**src/rtl/alu_pkg.sv**
```systemverilog
// rtl/alu_pkg.sv - shared ALU constants, op bit indices and sequencer state enum
package alu_pkg;

  localparam int XLEN     = 32;
  localparam int OP_WIDTH = 10;
  localparam int SHAMT_W  = 5;

  // Bit positions inside the one-hot op code
  localparam int ALU_ADD  = 0;
  localparam int ALU_SUB  = 1;
  localparam int ALU_AND  = 2;
  localparam int ALU_OR   = 3;
  localparam int ALU_XOR  = 4;
  localparam int ALU_SLL  = 5;
  localparam int ALU_SRL  = 6;
  localparam int ALU_SRA  = 7;
  localparam int ALU_SLT  = 8;
  localparam int ALU_SLTU = 9;

  typedef enum logic [1:0] {
    ST_IDLE  = 2'd0,
    ST_SHIFT = 2'd1,
    ST_DONE  = 2'd2
  } alu_state_t;

  // Exactly one bit set; zero and multi-hot codes are illegal
  function automatic logic is_onehot(logic [OP_WIDTH-1:0] op);
    return (op != '0) && ((op & (op - OP_WIDTH'(1))) == '0);
  endfunction

endpackage

```
**src/rtl/alu_seq_if.sv**
```systemverilog
// rtl/alu_seq_if.sv - request/result handshake bundle between decode, alu_seq and writeback
interface alu_seq_if;
  import alu_pkg::*;

  logic                in_valid;
  logic                in_ready;
  logic [OP_WIDTH-1:0] in_op;
  logic [XLEN-1:0]     in_a;
  logic [XLEN-1:0]     in_b;
  logic                out_valid;
  logic                out_ready;
  logic [XLEN-1:0]     out_result;
  logic                out_err;
  logic                busy;

  // Upstream/downstream side: issues ops and consumes results
  modport master (
    output in_valid, in_op, in_a, in_b, out_ready,
    input  in_ready, out_valid, out_result, out_err, busy
  );

  // Sequencer side
  modport slave (
    input  in_valid, in_op, in_a, in_b, out_ready,
    output in_ready, out_valid, out_result, out_err, busy
  );

endinterface

```
**src/rtl/alu_seq_alu32.sv**
```systemverilog
// rtl/alu_seq_alu32.sv - combinational single-cycle ALU datapath (shifts included when ALU_SEQ_BARREL_EN)
module alu32
  import alu_pkg::*;
(
  input  logic [OP_WIDTH-1:0] op,
  input  logic [XLEN-1:0]     a,
  input  logic [XLEN-1:0]     b,
  output logic [XLEN-1:0]     result,
  output logic                err
);

`ifdef ALU_SEQ_BARREL_EN
  logic [SHAMT_W-1:0] shamt;
  assign shamt = b[SHAMT_W-1:0];
`endif

  // Select the result of the single op named by the one-hot code; illegal codes give 0
  always_comb begin
    result = '0;
    err    = !is_onehot(op);
    if (!err) begin
      case (1'b1)
        op[ALU_ADD]:  result = a + b;
        op[ALU_SUB]:  result = a - b;
        op[ALU_AND]:  result = a & b;
        op[ALU_OR]:   result = a | b;
        op[ALU_XOR]:  result = a ^ b;
        op[ALU_SLT]:  result = {{(XLEN-1){1'b0}}, ($signed(a) < $signed(b))};
        op[ALU_SLTU]: result = {{(XLEN-1){1'b0}}, (a < b)};
`ifdef ALU_SEQ_BARREL_EN
        op[ALU_SLL]:  result = a << shamt;
        op[ALU_SRL]:  result = a >> shamt;
        op[ALU_SRA]:  result = XLEN'($signed(a) >>> shamt);
`endif
        default:      result = '0;
      endcase
    end
  end

endmodule

```
**src/rtl/alu_seq.sv**
```systemverilog
// rtl/alu_seq.sv - execute-stage ALU sequencer, iterative shifts unless ALU_SEQ_BARREL_EN
module alu_seq
  import alu_pkg::*;
(
  input  logic      clk,
  input  logic      rstn,
  alu_seq_if.slave  bus
);

  alu_state_t      state_q, state_d;
  logic [XLEN-1:0] result_q, result_d;
  logic            err_q, err_d;
  logic            accept;
  logic [XLEN-1:0] alu_res;
  logic            alu_err;

`ifndef ALU_SEQ_BARREL_EN
  logic [XLEN-1:0]    shreg_q, shreg_d;
  logic [SHAMT_W-1:0] cnt_q, cnt_d;
  // Shift kind kept as {sra, srl, sll} so the SHIFT state needs no full op
  logic [2:0]         shop_q, shop_d;
  logic [XLEN-1:0]    shreg_next;
  logic [SHAMT_W-1:0] in_shamt;
  logic               in_is_shift;

  assign in_shamt    = bus.in_b[SHAMT_W-1:0];
  assign in_is_shift = (|bus.in_op[ALU_SRA:ALU_SLL]) & ~alu_err;

  // One-bit step of the iterative shifter
  always_comb begin
    shreg_next = shreg_q;
    if (shop_q[0])      shreg_next = {shreg_q[XLEN-2:0], 1'b0};
    else if (shop_q[1]) shreg_next = {1'b0, shreg_q[XLEN-1:1]};
    else                shreg_next = {shreg_q[XLEN-1], shreg_q[XLEN-1:1]};
  end

  assign bus.busy = (state_q == ST_SHIFT);
`else
  assign bus.busy = 1'b0;
`endif

  // DONE accepts a new op in the same cycle its result is taken
  assign bus.in_ready   = (state_q == ST_IDLE) | ((state_q == ST_DONE) & bus.out_ready);
  assign accept         = bus.in_valid & bus.in_ready;
  assign bus.out_valid  = (state_q == ST_DONE);
  assign bus.out_result = result_q;
  assign bus.out_err    = err_q;

  alu32 u_alu32 (
    .op     (bus.in_op),
    .a      (bus.in_a),
    .b      (bus.in_b),
    .result (alu_res),
    .err    (alu_err)
  );

  // Next-state and datapath: advance shifts, retire results, load accepted ops
  always_comb begin
    state_d  = state_q;
    result_d = result_q;
    err_d    = err_q;
`ifndef ALU_SEQ_BARREL_EN
    shreg_d  = shreg_q;
    cnt_d    = cnt_q;
    shop_d   = shop_q;
`endif
    case (state_q)
      ST_IDLE: ;
`ifndef ALU_SEQ_BARREL_EN
      ST_SHIFT: begin
        shreg_d = shreg_next;
        cnt_d   = cnt_q - SHAMT_W'(1);
        if (cnt_q == SHAMT_W'(1)) begin
          result_d = shreg_next;
          err_d    = 1'b0;
          state_d  = ST_DONE;
        end
      end
`endif
      ST_DONE: if (bus.out_ready) state_d = ST_IDLE;
      default: state_d = ST_IDLE;
    endcase

    // in_ready already restricts this to IDLE or a consumed DONE
    if (accept) begin
      state_d  = ST_DONE;
      result_d = alu_res;
      err_d    = alu_err;
`ifndef ALU_SEQ_BARREL_EN
      shop_d   = bus.in_op[ALU_SRA:ALU_SLL];
      if (in_is_shift) begin
        if (in_shamt == '0) begin
          result_d = bus.in_a;
        end else begin
          shreg_d = bus.in_a;
          cnt_d   = in_shamt;
          state_d = ST_SHIFT;
        end
      end
`endif
    end
  end

  // State and result registers with synchronous active-low reset
  always_ff @(posedge clk) begin
    if (!rstn) begin
      state_q  <= ST_IDLE;
      result_q <= '0;
      err_q    <= 1'b0;
`ifndef ALU_SEQ_BARREL_EN
      shreg_q  <= '0;
      cnt_q    <= '0;
      shop_q   <= '0;
`endif
    end else begin
      state_q  <= state_d;
      result_q <= result_d;
      err_q    <= err_d;
`ifndef ALU_SEQ_BARREL_EN
      shreg_q  <= shreg_d;
      cnt_q    <= cnt_d;
      shop_q   <= shop_d;
`endif
    end
  end

endmodule

```
**src/flat_wrapper.sv**
```systemverilog
// flat-port wrapper written by rule: the top's interface ports become plain ports
module alu_seq_flat import alu_pkg::*;
  (clk, rstn, bus_in_valid, bus_in_op, bus_in_a, bus_in_b, bus_out_ready, bus_in_ready, bus_out_valid, bus_out_result, bus_out_err, bus_busy);
  alu_seq_if bus_i ();
  input  logic clk;
  input  logic rstn;
  input wire logic [$bits(bus_i.in_valid)-1:0] bus_in_valid;
  input wire logic [$bits(bus_i.in_op)-1:0] bus_in_op;
  input wire logic [$bits(bus_i.in_a)-1:0] bus_in_a;
  input wire logic [$bits(bus_i.in_b)-1:0] bus_in_b;
  input wire logic [$bits(bus_i.out_ready)-1:0] bus_out_ready;
  output wire logic [$bits(bus_i.in_ready)-1:0] bus_in_ready;
  output wire logic [$bits(bus_i.out_valid)-1:0] bus_out_valid;
  output wire logic [$bits(bus_i.out_result)-1:0] bus_out_result;
  output wire logic [$bits(bus_i.out_err)-1:0] bus_out_err;
  output wire logic [$bits(bus_i.busy)-1:0] bus_busy;
  assign bus_i.in_valid = bus_in_valid;
  assign bus_i.in_op = bus_in_op;
  assign bus_i.in_a = bus_in_a;
  assign bus_i.in_b = bus_in_b;
  assign bus_i.out_ready = bus_out_ready;
  assign bus_in_ready = bus_i.in_ready;
  assign bus_out_valid = bus_i.out_valid;
  assign bus_out_result = bus_i.out_result;
  assign bus_out_err = bus_i.out_err;
  assign bus_busy = bus_i.busy;
  alu_seq u_core (.clk(clk), .rstn(rstn), .bus(bus_i));
endmodule
```
**config.mk**
```make
export PLATFORM = sky130hd
export DESIGN_NAME = alu_seq_flat
export DESIGN_NICKNAME = d
export VERILOG_FILES = /design/src/rtl/alu_pkg.sv /design/src/rtl/alu_seq_if.sv /design/src/rtl/alu_seq_alu32.sv /design/src/rtl/alu_seq.sv /design/src/flat_wrapper.sv
export SDC_FILE = /design/constraint.sdc
export NUM_CORES = 1
export LEC_CHECK = 0
export CAP_MARGIN = 20
export CORE_AREA = 2 2 119 207
export DETAILED_ROUTE_END_ITERATION = 10
export DIE_AREA = 0 0 121 209
export PLACE_DENSITY = 0.67
export SLEW_MARGIN = 20
export SYNTH_ARGS = -nofsm -noshare
export SYNTH_HDL_FRONTEND = slang
export SYNTH_SLANG_ARGS = --single-unit
```
**constraint.sdc**
```tcl
create_clock -name clk -period 6.4 [get_ports clk]
set_clock_uncertainty 0.15 [all_clocks]
set_input_delay 0.96 -clock clk [delete_from_list [all_inputs] [get_ports clk]]
set_output_delay 0.96 -clock clk [all_outputs]
set_load 0.02 [all_outputs]
```
==> results of run 1 <==
synth_stat cells, types with 8 or more instances:
library cell and n:
a211oi_1 74, a21o_1 15, a21oi_1 176, a221oi_1 14
a22oi_1 11, a31oi_1 11, and2_1 9, buf_1 12
buf_2 18, clkbuf_1 68, dfxtp_1 74, ha_1 98
inv_1 99, mux2i_1 32, nand2_1 126, nand3_1 22
nor2_1 97, nor2b_1 12, nor3_1 28, nor4_1 8
o211ai_1 46, o21ai_0 54, o21bai_1 19, o31ai_1 13
or3_1 8, xnor2_1 38
registers in the layout, indices dropped and copies added, names as in the netlist:
register and cells:
u_core.bus.out_result 32, u_core.state_q 2, u_core.shreg_q 32, u_core.shop_q 2
u_core.bus.out_err 1, u_core.cnt_q 5
critical path, cell delays in order:
cell and delay, ps:
clkdlybuf4s50_1 730, inv_1 90, ha_1 350, a211oi_1 380, nor4_1 120, or2_2 340
o21ba_2 270, o31ai_1 510, o21bai_1 240, mux2_2 310, o221ai_1 230, o21ai_1 100
power groups by stage:
| stage | sequential, mW | clock [mW] | combinational, mW |
|---|---|---|---|
| global placement | 0.494 | 0 | 0.631 |
| global route | 0.485 | 0.522 | 0.700 |
| CTS | 0.484 | 0.508 | 0.634 |
| detailed placement | 0.494 | 0 | 0.630 |
| floorplan | 0.494 | 0 | 0.418 |
| finish | 0.484 | 0.504 | 0.645 |
cells by family (layout without fill, tap and decap cells):
family / Yosys count / in the layout / share of synthesized area [%]
compound gates: 510 / 510 / 36.34
xor+xnor: 44 / 44 / 4.147
fa+ha+maj: 101 / 101 / 13.73
buf+inv: 200 / 249 / 8.402
flops: 74 / 74 / 15.94
mux: 37 / 37 / 4.093
simple gates: 350 / 350 / 17.34
cell type report:
type	instances	area (um^2)	area share [%]
timing repair buffer	132	1259	11.63
sequential	74	1483	13.69
inverter	101	379.1	3.502
multi-input combinational	1042	7030	64.94
tap	308	385.4	3.559
clock inverter	5	37.54	0.3467
clock buffer	11	252.7	2.334
metrics by stage:
| step | instances | utilization (%) | hold slack (ps) |
|---|---|---|---|
| 3_5_place_dp | 1657 | 44.38 | 307.4 |
| 3_3_place_gp | 1657 | 44.38 | 293.5 |
| 6_report | 1673 | 45.60 | 313.8 |
| 5_1_grt | 1673 | 45.60 | 342.0 |
| 2_1_floorplan | 1316 | - | 286.3 |
| 4_1_cts | 1673 | 45.60 | 316.0 |
final timing paths:
path,end,slack [ps]
min reg2reg,u_core.shop_q[1],310
max reg2reg,u_core.bus.out_result[15],3390
max,u_core.bus.out_result[31],1840
min,u_core.shop_q[1],310
layer usage:
layer	routed length, um	part of all wire, %	GRT usage [%]	vias to the layer above
li1	-	-	-	4862
met1	13950	40	34.05	4826
met2	16830	48	45.51	481
met3	2305	6.6	2.647	119
met4	1841	5.3	14.23	0
met5	0	0	0	-
==> key figures, run 1 <==
Route
  – Pre-antenna DRT Iters: 5
  – Routed via count: roughly 10000
  – Routed len/inst: 20.88 um
  – Vias/cell: 6.149
  – 1st-iter DRT viols: 820
  – Antenna-violating nets left: 0
  – Total Wirelength: 34930 um
  – Post-route DRC: 0

Cells and area
  – Most frequent cells in the layout: 176 x a21oi_1, 126 x nand2_1, 110 x clkdlybuf4s50_1, 98 x inv_1, 98 x ha_1
  – Nets: roughly 1500
  – Final antenna diode count: 0
  – Area Growth Syn to Fin: 16.51%
  – Fin area: 10830 um^2
  – Share of cells above drive strength 1: 4.835%
  – Fill cell count: 2446
  – Commonest non-fill, non-tap cell in the layout: a21oi_1

Logic synthesis
  – Main flop type after synthesis: dfxtp_1
  – FF+latch count, synth: 74
  – Synth Instances: around 1300
  – Syn_nets: 1494
  – Mapped cell area: about 9300 um^2
  – Number of enable flip-flop cells after synthesis: 0
  – Register area share after synthesis: 15.94%
  – Syn Area/Cell: 7.061 um^2
  – Post-synth top area share: 15.94%
  – Synth top area cells: dfxtp_1 16%, ha_1 13%, a21oi_1 9.5%
  – Post-synth ARST share: 0%
  – Synth cell types: 78
  – Synth area leader: dfxtp_1
  – Yosys warns: 0

STA
  – Final period util: 71.27%
  – Relative slew slack: roughly a third
  – RSZ-0062 raised after global routing: false
  – Setup TNS: 0 ps
  – Worst Tran Pin Value: roughly 1000 ps
  – Fmax: 219.3 MHz
  – Final setup violation count: 0
  – Fin worst setup slack: 1839 ps
  – Max-slew violations: 0
  – Final hold vios: 0
  – Crit path time final: 4561 ps

Place
  – I/O Buffers: 113
  – Final GP Congestion: between 0.9 and 1
  – Pre-CTS WS: 1557 ps
  – DP Area: 10540 um^2
  – DPL Wire Length: 27340 um

Pwr
  – Seq pwr share: 29.7%
  – Sw power: 0.6263 mW
  – PnR Total Power: 1.633 mW
  – Combinational Power Share: 39.5%
  – Internal power: 1.007 mW
  – Leakage: ~4.1 nW
  – PD cells: roughly 150 nW/um^2
  – Switching share of total power: a little under two fifths
  – Power share of the clock group: a little under a third
  – Worst vdd ir: 102.7 uV

Hold path
  – WHS Path Cells: 2
  – Worst hold-check path type: flip-flop to flip-flop
  – Critical hold path startpoint: u_core.shop_q[1]

Clock network
  – Hold_buf cts: 0
  – CTS tree: done
  – Num CTS Buffers: 9
  – Root buf cell: clkbuf_16
  – H-Tree Depth: 3
  – Worst-Skew Late Latency: 350 ps
  – Clk buf depth: 2
  – Setup bufs post-CTS: 0
  – Post-CTS resize count: 0
  – CTS clk-pin slew, worst paths: approximately 60 ps
  – Clk sinks: 74

Floorplanning
  – Die Ht: 209 um
  – Die width: 121 um
  – Core Box Area: around 24000 um^2
  – Row cnt: 75
  – Ports: 114
  – Initial core utilization: between 30 and 40%
  – DIE AREA: 25290 um^2

Setup path
  – Critical Path RT: between 6000 and 7000 ps
  – Crit. End Element: flip-flop
  – Crit start category: primary input
  – Crit Path Category: primary input to flip-flop
  – Crit Path Max Fanout: 7
  – Critical R2R Launch: u_core.state_q[1]
  – Reg2Reg Depth: 10
  – CP arrival: about 4600 ps
  – Crit path from: bus_in_a[1]

Global routing
  – First-pass GRT wire length: 54470 um
  – Largest net degree at the start of global routing: 64
  – Vias in the first global route: about 10000
  – Total gr overflow: 0
  – Total track usage: 27.18%
  – Antenna violations before repair: 0

Job
  – Max_cap viols: 0

Run status
  – Run status: completed
Note: power is estimated with default switching activity, not from simulation.
==> inputs of run 2 (changes only) <==
--- a/config.mk
+++ b/config.mk
@@ -9,7 +9,7 @@
 export CORE_AREA = 2 2 119 207
 export DETAILED_ROUTE_END_ITERATION = 10
 export DIE_AREA = 0 0 121 209
-export PLACE_DENSITY = 0.67
+export PLACE_DENSITY = 0.69
 export SLEW_MARGIN = 20
 export SYNTH_ARGS = -nofsm -noshare
 export SYNTH_HDL_FRONTEND = slang
==> constraint.sdc (replaced) <==
create_clock -name clk -period 4.16 [get_ports clk]
set_clock_uncertainty 0.15 [all_clocks]
set_input_delay 0.624 -clock clk [delete_from_list [all_inputs] [get_ports clk]]
set_output_delay 0.624 -clock clk [all_outputs]
set_load 0.02 [all_outputs]
==> key figures, run 2 (same netlist as run 1, synthesis figures left out) <==
Global routing
  – Total track usage: 27.91% (was 27.18%)
  – Antenna violations before repair: 0 (unchanged)
  – First-pass GRT wire length: 56010 um (was 54470 um)
  – Largest net degree at the start of global routing: 60 (was 64)
  – Vias in the first global route: 10310 (was 10040)
  – Total gr overflow: 0 (unchanged)

Pwr
  – PD cells: 238.7 nW/um^2 (was 150.9 nW/um^2)
  – PnR Total Power: 2.753 mW (was 1.633 mW)
  – Leakage: 4.534 nW (was 4.083 nW)
  – Worst vdd ir: 141.8 uV (was 102.7 uV)

STA
  – Max-slew violations: 0 (unchanged)
  – Worst Tran Pin Value: 882.8 ps (was 1007 ps)
  – Fin worst setup slack: 300.4 ps (was 1839 ps)
  – Crit path time final: about 3900 ps
  – Final hold vios: 0 (unchanged)
  – Worst slack on hold paths: 317.1 ps (was 313.8 ps)
  – Relative slew slack: 40.32% (was 32.83%)
  – RSZ-0062 raised after global routing: false (unchanged)
  – Final period util: 92.78%
  – Setup TNS: 0 ps (unchanged)
  – Final setup violation count: 0 (unchanged)
  – Fmax: 259.1 MHz

Cells and area
  – Final antenna diode count: 0 (unchanged)
  – Share of cells above drive strength 1: 10.48% (was 4.835%)
  – Nets: 1624 (was 1538)
  – Commonest non-fill, non-tap cell in the layout: a21oi_1 (unchanged)
  – Fin area: 11540 um^2 (was 10830 um^2)
  – Area Growth Syn to Fin: 24.14% (was 16.51%)
  – Most frequent cells in the layout: 176 x a21oi_1, 126 x nand2_1, 110 x clkdlybuf4s50_1, 104 x buf_4 (was 176 x a21oi_1, 126 x nand2_1, 110 x clkdlybuf4s50_1, 98 x inv_1, 98 x ha_1)

Floorplanning
  – Die Ht: 209 um (unchanged)
  – Row cnt: 75 (unchanged)
  – Ports: 114 (unchanged)
  – Core Box Area: 23740 um^2 (unchanged)
  – DIE AREA: 25290 um^2 (unchanged)
  – Initial core utilization: 39.14% (unchanged)
  – Die width: 121 um (unchanged)

Setup path
  – Crit. End Element: flip-flop (unchanged)
  – Crit start category: primary input (unchanged)
  – CP arrival: 3920 ps (was 4630 ps)
  – Critical Path RT: 4220 ps (was 6470 ps)
  – Crit Path Max Fanout: 5 (was 7)
  – Crit Path Category: primary input to flip-flop (unchanged)

Clock network
  – Root buf cell: clkbuf_16 (unchanged)
  – CTS tree: done (unchanged)
  – Hold_buf cts: 0 (unchanged)
  – Clk buf depth: 2 (unchanged)
  – Worst-Skew Late Latency: 350 ps (about the same)
  – Post-CTS resize count: 0 (unchanged)
  – Num CTS Buffers: 9 (unchanged)
  – Setup bufs post-CTS: 0 (unchanged)
  – H-Tree Depth: 3 (unchanged)
  – CTS clk-pin slew, worst paths: 60 ps (about the same)
  – Clk sinks: 74 (unchanged)

Route
  – Total Wirelength: 35770 um (was 34930 um)
  – Post-route DRC: 0 (unchanged)
  – Antenna-violating nets left: 0 (unchanged)
  – Routed len/inst: 20.34 um (was 20.88 um)
  – Pre-antenna DRT Iters: 6 (was 5)
  – 1st-iter DRT viols: 948 (was 820)
  – Vias/cell: 6.039 (was 6.149)
  – Routed via count: 10620 (was 10290)

Place
  – DPL Wire Length: 28800 um (was 27340 um)
  – Pre-CTS WS: 22.86 ps (was 1557 ps)
  – I/O Buffers: 113 (unchanged)
  – DP Area: 11190 um^2 (was 10540 um^2)
  – Final GP Congestion: 0.9909 (was 0.9675)

Hold path
  – Worst hold-check path type: flip-flop to flip-flop (unchanged)

Job
  – Max_cap viols: 0 (unchanged)

Run status
  – Run status: completed (unchanged)
==> run 2: cell types whose count changed in the layout (fill, tap and decap cells not counted) <==
cell	previous run	this run
buf_4	19	104
bufinv_16	0	3
clkbuf_8	2	0
buf_12	0	1
clkinv_2	1	2
clkinv_4	1	0
clkinvlp_4	2	1
==> run 2: worst max-delay path, cell delays in order <==
cell,delay [ps]
clkdlybuf4s50_1,480
inv_1,80
ha_1,310
or3_1,460
or3_4,380
nor3_2,220
a21oi_1,130
o211ai_2,330
o21ai_0,190
a22oi_1,300
mux2i_1,290
a31oi_1,110
==> run 2: worst paths after layout <==
path / slack, ps / end / startpoint / depth (start not counted)
max: 300 / u_core.bus.out_result[30] / bus_in_b[8] / 12
max reg2reg: 1390 / u_core.bus.out_result[15] / u_core.cnt_q[1] / 10
min reg2reg: 320 / u_core.shop_q[1] / u_core.shop_q[1] / 2
min: 320 / u_core.shop_q[1] / u_core.shop_q[1] / 2
==> run 2: power by group <==
part           switching [mW]  total [mW]  internal [mW]
Combinational           0.638        1.10          0.458
Sequential             0.0174       0.741          0.724
Clock                   0.330       0.916          0.586
Total                   0.985        2.75           1.77
==> run 2: area by class of cell <==
cell class,count,area [um^2]
Tap cell,308,385.4
Inverter,101,379.1
Fill cell,2358,12210
Sequential cell,74,1483
Clock buffer,9,225.2
Timing Repair Buffer,218,1917
Multi-Input combinational cell,1042,7030
Clock inverter,7,116.4
==> run 2: through the flow <==
stage,utilization [%],std cells
5_1_grt,48.59,1759
6_report,48.59,1759
2_1_floorplan,-,1316
4_1_cts,48.59,1759
3_3_place_gp,47.15,1743
3_5_place_dp,47.15,1743
==> run 2: layer usage <==
metal	track usage (%)	vias up	share of wire [%]
met3	3.221	112	7.2
met2	47.23	495	48
met5	0	-	0
li1	-	5036	-
met1	34.08	4979	39
met4	14.96	0	5.3
